$ cat config.mk
export PLATFORM = sky130hd
export DESIGN_NAME = imem_fetch_loader
export DESIGN_NICKNAME = d
export VERILOG_FILES = /design/src/rtl/imem_fetch_loader.sv
export SDC_FILE = /design/constraint.sdc
export NUM_CORES = 2
export LEC_CHECK = 0
export CAP_MARGIN = 25
export CORE_ASPECT_RATIO = 1.4
export CORE_MARGIN = 5
export CORE_UTILIZATION = 45
export DETAILED_ROUTE_END_ITERATION = 16
export GPL_TIMING_DRIVEN = 0
export SLEW_MARGIN = 25
export SYNTH_ARGS = -nofsm -noshare
export SYNTH_HDL_FRONTEND = slang
export SYNTH_SLANG_ARGS = --single-unit
$ cat constraint.sdc
create_clock -name clock -period 2.65 [get_ports clock]
set_input_delay 0.265 -clock clock [delete_from_list [all_inputs] [get_ports clock]]
set_output_delay 0.265 -clock clock [all_outputs]
set_load 0.05 [all_outputs]
$ cat src/rtl/imem_fetch_loader.sv
// ---------------------------------------------------------------------------
// imem_fetch_loader
// Instruction memory with a byte-serial program loader for the 8-bit
// single-cycle CPU. A program is streamed in over a valid/ready interface.
// The block then enters RUN and serves the instruction for the CPU PC with
// zero-cycle latency.
//
// Ports
//   clock         system clock, all state updates on the rising edge
//   clear         synchronous active-high reset
//   load_start    begin a new program load (honoured in IDLE and RUN)
//   load_valid    load_data valid this cycle
//   load_data     instruction byte to store
//   load_last     with load_valid: this byte is the final one
//   load_ready    block accepts a byte this cycle (high only in LOAD)
//   read_address  CPU program counter
//   instruction   combinational fetch result for read_address
//   cpu_run       high only in RUN
//   halted        sticky: PC reached or passed prog_len while running
//   prog_len      number of words loaded (0..DEPTH)
//   state         IDLE=0, LOAD=1, RUN=2 (debug)
// ---------------------------------------------------------------------------
module imem_fetch_loader #(
    parameter int unsigned DEPTH     = 256,
    parameter logic [7:0]  NOP_INSTR = 8'hC0
) (
    input  logic       clock,
    input  logic       clear,
    input  logic       load_start,
    input  logic       load_valid,
    input  logic [7:0] load_data,
    input  logic       load_last,
    output logic       load_ready,
    input  logic [7:0] read_address,
    output logic [7:0] instruction,
    output logic       cpu_run,
    output logic       halted,
    output logic [8:0] prog_len,
    output logic [1:0] state
);

    localparam int unsigned AW        = $clog2(DEPTH);
    localparam logic [7:0]  LAST_ADDR = 8'(DEPTH - 1);

    typedef enum logic [1:0] {
        ST_IDLE = 2'd0,
        ST_LOAD = 2'd1,
        ST_RUN  = 2'd2
    } state_t;

    state_t     r_state;
    logic [7:0] r_wptr;
    logic [8:0] r_prog_len;
    logic       r_halted;
    logic       r_load_ready;
    logic       r_cpu_run;
    logic [7:0] r_mem [DEPTH];

    state_t     w_state_nxt;
    logic [7:0] w_wptr_nxt;
    logic [8:0] w_prog_len_nxt;
    logic       w_halted_nxt;
    logic       w_wr_en;
    logic       w_pc_out;

    // PC at or beyond the loaded program; prog_len <= DEPTH also covers addresses >= DEPTH
    assign w_pc_out = ({1'b0, read_address} >= r_prog_len);

    // Zero-latency fetch: the CPU decodes in the same cycle
    assign instruction = w_pc_out ? NOP_INSTR : r_mem[read_address[AW-1:0]];

    // Next-state and register update decisions
    always_comb begin
        w_state_nxt    = r_state;
        w_wptr_nxt     = r_wptr;
        w_prog_len_nxt = r_prog_len;
        w_halted_nxt   = r_halted;
        w_wr_en        = 1'b0;

        case (r_state)
            ST_IDLE: begin
                if (load_start) begin
                    w_state_nxt    = ST_LOAD;
                    w_wptr_nxt     = 8'd0;
                    w_prog_len_nxt = 9'd0;
                    w_halted_nxt   = 1'b0;
                end
            end
            ST_LOAD: begin
                // load_ready is high throughout LOAD, so load_valid alone marks a transfer
                if (load_valid && r_load_ready) begin
                    w_wr_en        = 1'b1;
                    w_prog_len_nxt = 9'(r_wptr) + 9'd1;
                    if (load_last || (r_wptr == LAST_ADDR)) begin
                        w_state_nxt = ST_RUN;
                    end
                    // Hold the pointer on the final word so it never exceeds DEPTH-1
                    if (r_wptr != LAST_ADDR) begin
                        w_wptr_nxt = r_wptr + 8'd1;
                    end
                end
            end
            ST_RUN: begin
                if (load_start) begin
                    w_state_nxt    = ST_LOAD;
                    w_wptr_nxt     = 8'd0;
                    w_prog_len_nxt = 9'd0;
                    w_halted_nxt   = 1'b0;
                end else if (w_pc_out) begin
                    w_halted_nxt = 1'b1;
                end
            end
            default: begin
                w_state_nxt = ST_IDLE;
            end
        endcase
    end

    // Control state register; ready/run are registered decodes of the next state
    always_ff @(posedge clock) begin
        if (clear) begin
            r_state      <= ST_IDLE;
            r_wptr       <= 8'd0;
            r_prog_len   <= 9'd0;
            r_halted     <= 1'b0;
            r_load_ready <= 1'b0;
            r_cpu_run    <= 1'b0;
        end else begin
            r_state      <= w_state_nxt;
            r_wptr       <= w_wptr_nxt;
            r_prog_len   <= w_prog_len_nxt;
            r_halted     <= w_halted_nxt;
            r_load_ready <= (w_state_nxt == ST_LOAD);
            r_cpu_run    <= (w_state_nxt == ST_RUN);
        end
    end

    // Memory array is never reset; prog_len=0 hides stale contents
    always_ff @(posedge clock) begin
        if (w_wr_en && !clear) begin
            r_mem[r_wptr[AW-1:0]] <= load_data;
        end
    end

    assign load_ready = r_load_ready;
    assign cpu_run    = r_cpu_run;
    assign halted     = r_halted;
    assign prog_len   = r_prog_len;
    assign state      = r_state;

endmodule

After elaboration in Yosys (flattened, before gate mapping)
Memories as Yosys holds them, arrays and structs flattened.
Cells that the tools add are included.
- register bits after elaboration: 22
- memory bits (writable): 2048
- output and inout bits: 22
- memories: 1
- memories (memory ; words ; width ; rd ports ; clocked after memory_dff ; write ports ; line ; source):
    r_mem ; 256 ; 8 ; 1 ; 0 ; 1 ; 57 ; logic [7:0] r_mem [DEPTH];
- add/subtract/negate cells: 2
- magnitude comparators: 1
- eq/ne operators: 11
- multiplexer cells: 20
- reduce and logical (&&, ||, !) cells: 11
- operators by type and width (operator ; number):
    2-to-1 mux 8 bit ; 4
    2-to-1 mux 9 bit ; 2
    case mux 9 bit (2 select lines) ; 1
    case mux 8 bit (2 select lines) ; 1
    adder 8 x 1 -> 9 bit (second input constant) ; 1
    >= comparator 8 x 9 -> 1 bit ; 1
    adder 8 x 1 -> 8 bit (second input constant) ; 1
    == test 8 bit (second input constant) ; 1
    != test 8 bit (second input constant) ; 1
    2-to-1 mux 1 bit ; 7
    2-to-1 mux 2 bit ; 3
    != test 2 bit (second input constant) ; 3
    AND reduction 3 bit ; 2
    == test 2 x 1 -> 1 bit (second input constant) ; 2
    == test 2 bit (second input constant) ; 2
    case mux 2 bit (2 select lines) ; 1
    AND reduction 4 bit ; 1
    nonzero test 2 bit ; 2
    != test 3 bit (second input constant) ; 1
    logical AND 1 bit ; 2
    logical NOT 2 bit ; 1
    != test 2 x 1 -> 1 bit (second input constant) ; 1
    case mux 1 bit (2 select lines) ; 1
    OR reduction 2 bit ; 1
    2 further kinds ; 2

Depth between registers and ports, before layout
- word-level depth: 6
- mapped depth: 12
- gate-level depth less buffers: 9

Worst setup path after synthesis
No wires, ideal clock.
- path kind: reg-to-reg
- start point: reg r_state[0] (netlist: state[0])
- end point: mem r_mem[102][0], enable pin
- library setup time: 0.370 ns
- arrival: 2.826 ns
- required time: 2.280 ns
- path slack: -0.546 ns
- cell stages (with the launch flop): 8
- buffers on the path: 1
- clock period less this slack: 3.196 ns
- cell sequence: dfxtp_1 > clkinv_1 > nor3_2 > nand2b_1 > nor3b_1 > nand2_1 > buf_2 > nor2_1
- longest elaborated chain between the ends: 5
- ends and longest elaborated chain (item ; line ; source):
    start: declaration ; 51 ; state_t r_state;
    start signal: assignment ; 129 ; r_state <= w_state_nxt;
    == test 2 x 1 -> 1 bit ; 80 ; case (r_state)
    2-to-1 mux 1 bit ; 80 ;
    logical AND 1 bit ; 140 ; if (w_wr_en && !clear) begin
    2-to-1 mux 1 bit ; 140 ;
    2-to-1 mux 1 bit (not written as such) ; 141 ; r_mem[r_wptr[AW-1:0]] <= load_data;
    end: declaration ; 57 ;
No other way between the ends.

Worst setup path after layout
- start point: mem r_mem[45][3]
- end point: out instruction[3]
- longest elaborated chain between the ends: 2
- ends and longest elaborated chain (item ; line ; source):
    memory read (256 x 8 bit) ; -- ;
    2-to-1 mux 8 bit ; 70 ; assign instruction = w_pc_out ? NOP_INSTR : r_mem[read_address[AW-1:0]];
    end: declaration ; 35 ; output logic [7:0] instruction,
No other way between the ends.

==> key figures <==
Synth
  • Post-synth EDFFs: 2048
  • Syn Inst Count: 4294
  • Synthesized area per cell: 19.1 um^2
  • Async SR Flop Fraction: 0%
  • Commonest register cell after synthesis: edfxtp_1
  • Post-synth cell types: 70
  • Syn Nets: 4327
  • Seq/Total Area, Yosys: 75.7%
  • Warnings from Yosys: 0
  • Netlist Area Pre-Place: 81900 um^2
  • Flops & latches, synth: 2070

Floorplanning
  • Starting Density: 45.2%
  • Die Y-Extent: 515 um
  • DIE WIDTH: 370 um
  • Die ar.: 191000 um^2
  • I/O pins: 43
  • Core area: 181000 um^2
  • Site row count: 185

Clocking
  • CTS tree: done
  • Clock H-tree levels: 4
  • Clock root buffer: clkbuf_16
  • Max Buffers Root-to-Sink: 3
  • TritonCTS Buffers: 184
  • Clock latency on the worst-skew pair: 870 ps
  • Clock Sinks: 2070
  • Clock slew seen by the registers of the worst setup and hold paths: 60 ps

Critical path
  • CP max FO: 1
  • Critical path required time: 2380 ps
  • Element type at the critical path end: primary output
  • Slowest CP cell: mux4_2
  • Critical Path Max Stage Delay: 540 ps
  • Startpoint Class: register
  • Dominant delay contributor by cell family on the critical path: multiplexers
  • Crit path kind: reg2out
  • Crit path buffers/inverters: 1
  • CP cell instances: mux4_1 > mux4_2 > nand3_2 > o31ai_4 > or4_4 > a32o_2 > buf_6
  • Critical path arrival: 3540 ps

Layout
  • Final net count: 4952
  • Layout area overhead: 25.1%
  • Leading cell types in the layout, fill and taps excluded: edfxtp_1 (2048), mux2i_1 (454), mux4_2 (270), buf_4 (243), nor2_4 (201)
  • Most common cell after layout, fill and taps aside: edfxtp_1
  • Share of cells above drive strength 1: 34.1%

Global routing
  • First-pass GRT wire length: 469000 um
  • Largest net degree at the start of global routing: 117
  • Number of global-route vias before repair: 48600
  • Initial antenna violation count: 27
  • GRT overflow: 0
  • All-layer global routing usage: 38.0%

Timing
  • Pins Over Slew Limit: 0
  • Final Critical Period: 3810 ps
  • Fmax: 263 MHz
  • Final setup viols: 70
  • Final worst-path cycle share: 144%
  • RSZ-0062 raised after global routing: true
  • Worst slew pin tran: 961 ps
  • Final hold violation count: 0
  • Fin worst setup slack: -1160 ps
  • Hold slack: 92.6 ps
  • Relative slew slack: 35.9%
  • Skew final: 36.0 ps

Routing
  • Post-Route WL: 370000 um
  • Via count: 52200
  • Drt first pass iters: 9
  • Average via count per standard cell: 6.93
  • Residual DRC: 0
  • Post-route ant nets: 0
  • Drt initial violations: 9307
  • Routed len/inst: 49.1 um

Status
  • Failing checks: setup timing
  • Outcome: finished, violations left

Place
  • IO buf count: 42
  • Post-place setup slack: -4370 ps
  • Final HPWL DP: 241000 um
  • Global placement routability congestion: 1.07

Power and ir drop
  • Maximum vdd drop: 875 uV
  • Leakage: 0.0334 uW
  • Pwr dens: 683 nW/um^2

Flow run
  • Max Cap Violations: 0

Worst hold path
  • Worst min-delay path category: in2reg
[worst min-delay path, stage by stage]
cell and delay (ps):
clkdlybuf4s50_1 440, nand2_1 120, a21oi_1 70
[stage by stage]
step / power [uW] / TNS (ps) / cells / area [um^2] / util (%)
5_1_grt: 70900 / -7530 / 7508 / 102000 / 56.5
4_1_cts: 69100 / -39450 / 7394 / 100000 / 55.4
3_3_place_gp: 42000 / - / 6767 / 85600 / 47.3
6_report: 69900 / -9410 / 7529 / 102000 / 56.5
3_5_place_dp: 41800 / -2636140 / 6833 / 87500 / 48.3
2_1_floorplan: 38600 / -243 / 4294 / 82200 / -
[cell families after synthesis]
logic type	synth area share (%)
XOR/XNOR	0.0642
AND/OR/NAND/NOR	2.97
multiplexers	13.6
AO/OA/AOI/OAI	5.27
flip-flops	75.7
buffers and inverters	2.27
adder cells (fa/ha/maj)	0.183
[state kept, by name (all words and copies together), names as in the netlist]
signal and count:
prog_len 9, cpu_run 1, state 2, r_wptr 8
load_ready 1, r_mem 2048, halted 1
[power breakdown]
| part | leakage [uW] | total [uW] | switching [uW] | internal, uW |
|---|---|---|---|---|
| sequential | 0.0186 | 36000 | 13.2 | 35900 |
| clock | 0.00293 | 27300 | 12400 | 14900 |
| combinational | 0.0119 | 6630 | 4510 | 2120 |
| total | 0.0334 | 69900 | 16900 | 53000 |
[synth_stat cells, types with 12 or more instances]
cell | count | area share, %
clkbuf_1 | 124 | 0.57
o22ai_1 | 35 | 0.27
nor2_1 | 314 | 1.4
nor4_1 | 15 | 0.11
dfxtp_1 | 22 | 0.54
buf_6 | 38 | 0.52
buf_2 | 47 | 0.29
mux2_2 | 14 | 0.19
nand3_1 | 58 | 0.35
ha_1 | 12 | 0.18
a22oi_1 | 52 | 0.48
nand2_1 | 82 | 0.38
a221o_1 | 28 | 0.34
buf_1 | 15 | 0.069
mux4_2 | 263 | 7.2
buf_8 | 20 | 0.37
nor3_1 | 46 | 0.28
inv_1 | 17 | 0.078
edfxtp_1 | 2048 | 75
a221oi_1 | 127 | 1.4
buf_4 | 18 | 0.17
o221ai_1 | 63 | 0.67
mux4_1 | 12 | 0.39
a21oi_1 | 90 | 0.55
o21ai_0 | 102 | 0.62
mux2i_1 | 471 | 5.8
[metal layers]
| layer | GRT usage (%) | up-vias | wire, um |
|---|---|---|---|
| met5 | 0.103 | - | 90 |
| met2 | 55.5 | 4800 | 159000 |
| met4 | 37.6 | 8 | 48200 |
| met3 | 13.1 | 1504 | 47500 |
| li1 | - | 19100 | - |
| met1 | 43.0 | 26800 | 115000 |
[final cells by class]
class / count / area, um^2
diodes: 25 / 62.6
plain buffers: 263 / 4070
clock buffers: 222 / 4800
clock inverters: 118 / 1180
fillers: 13400 / 78900
inverters: 19 / 81.3
multi-input cells: 1934 / 21200
flip-flops and latches: 2070 / 62000
well taps: 2431 / 3040
repair buffers: 447 / 6000
[timing repair]
item	4_1_cts	5_1_grt
hold buffers	8	0
cloned	2	6
pin swaps	120	68
gates resized for setup	1126	174
endpoints found under the hold margin	505	0
setup endpoints to repair	2070	1764
setup buffers	216	107
[worst paths after layout]
kind / endpoint / startpoint / slack (ps) / depth (start not counted)
min reg2reg: prog_len[5] / prog_len[5] / 500 / 2
max: instruction[3] / r_mem[45][3] / -1160 / 7
max reg2reg: r_mem[177][5] / r_wptr[1] / -60 / 6
min: load_ready / load_start / 90 / 3
Note: power is estimated with default switching activity, not from simulation.
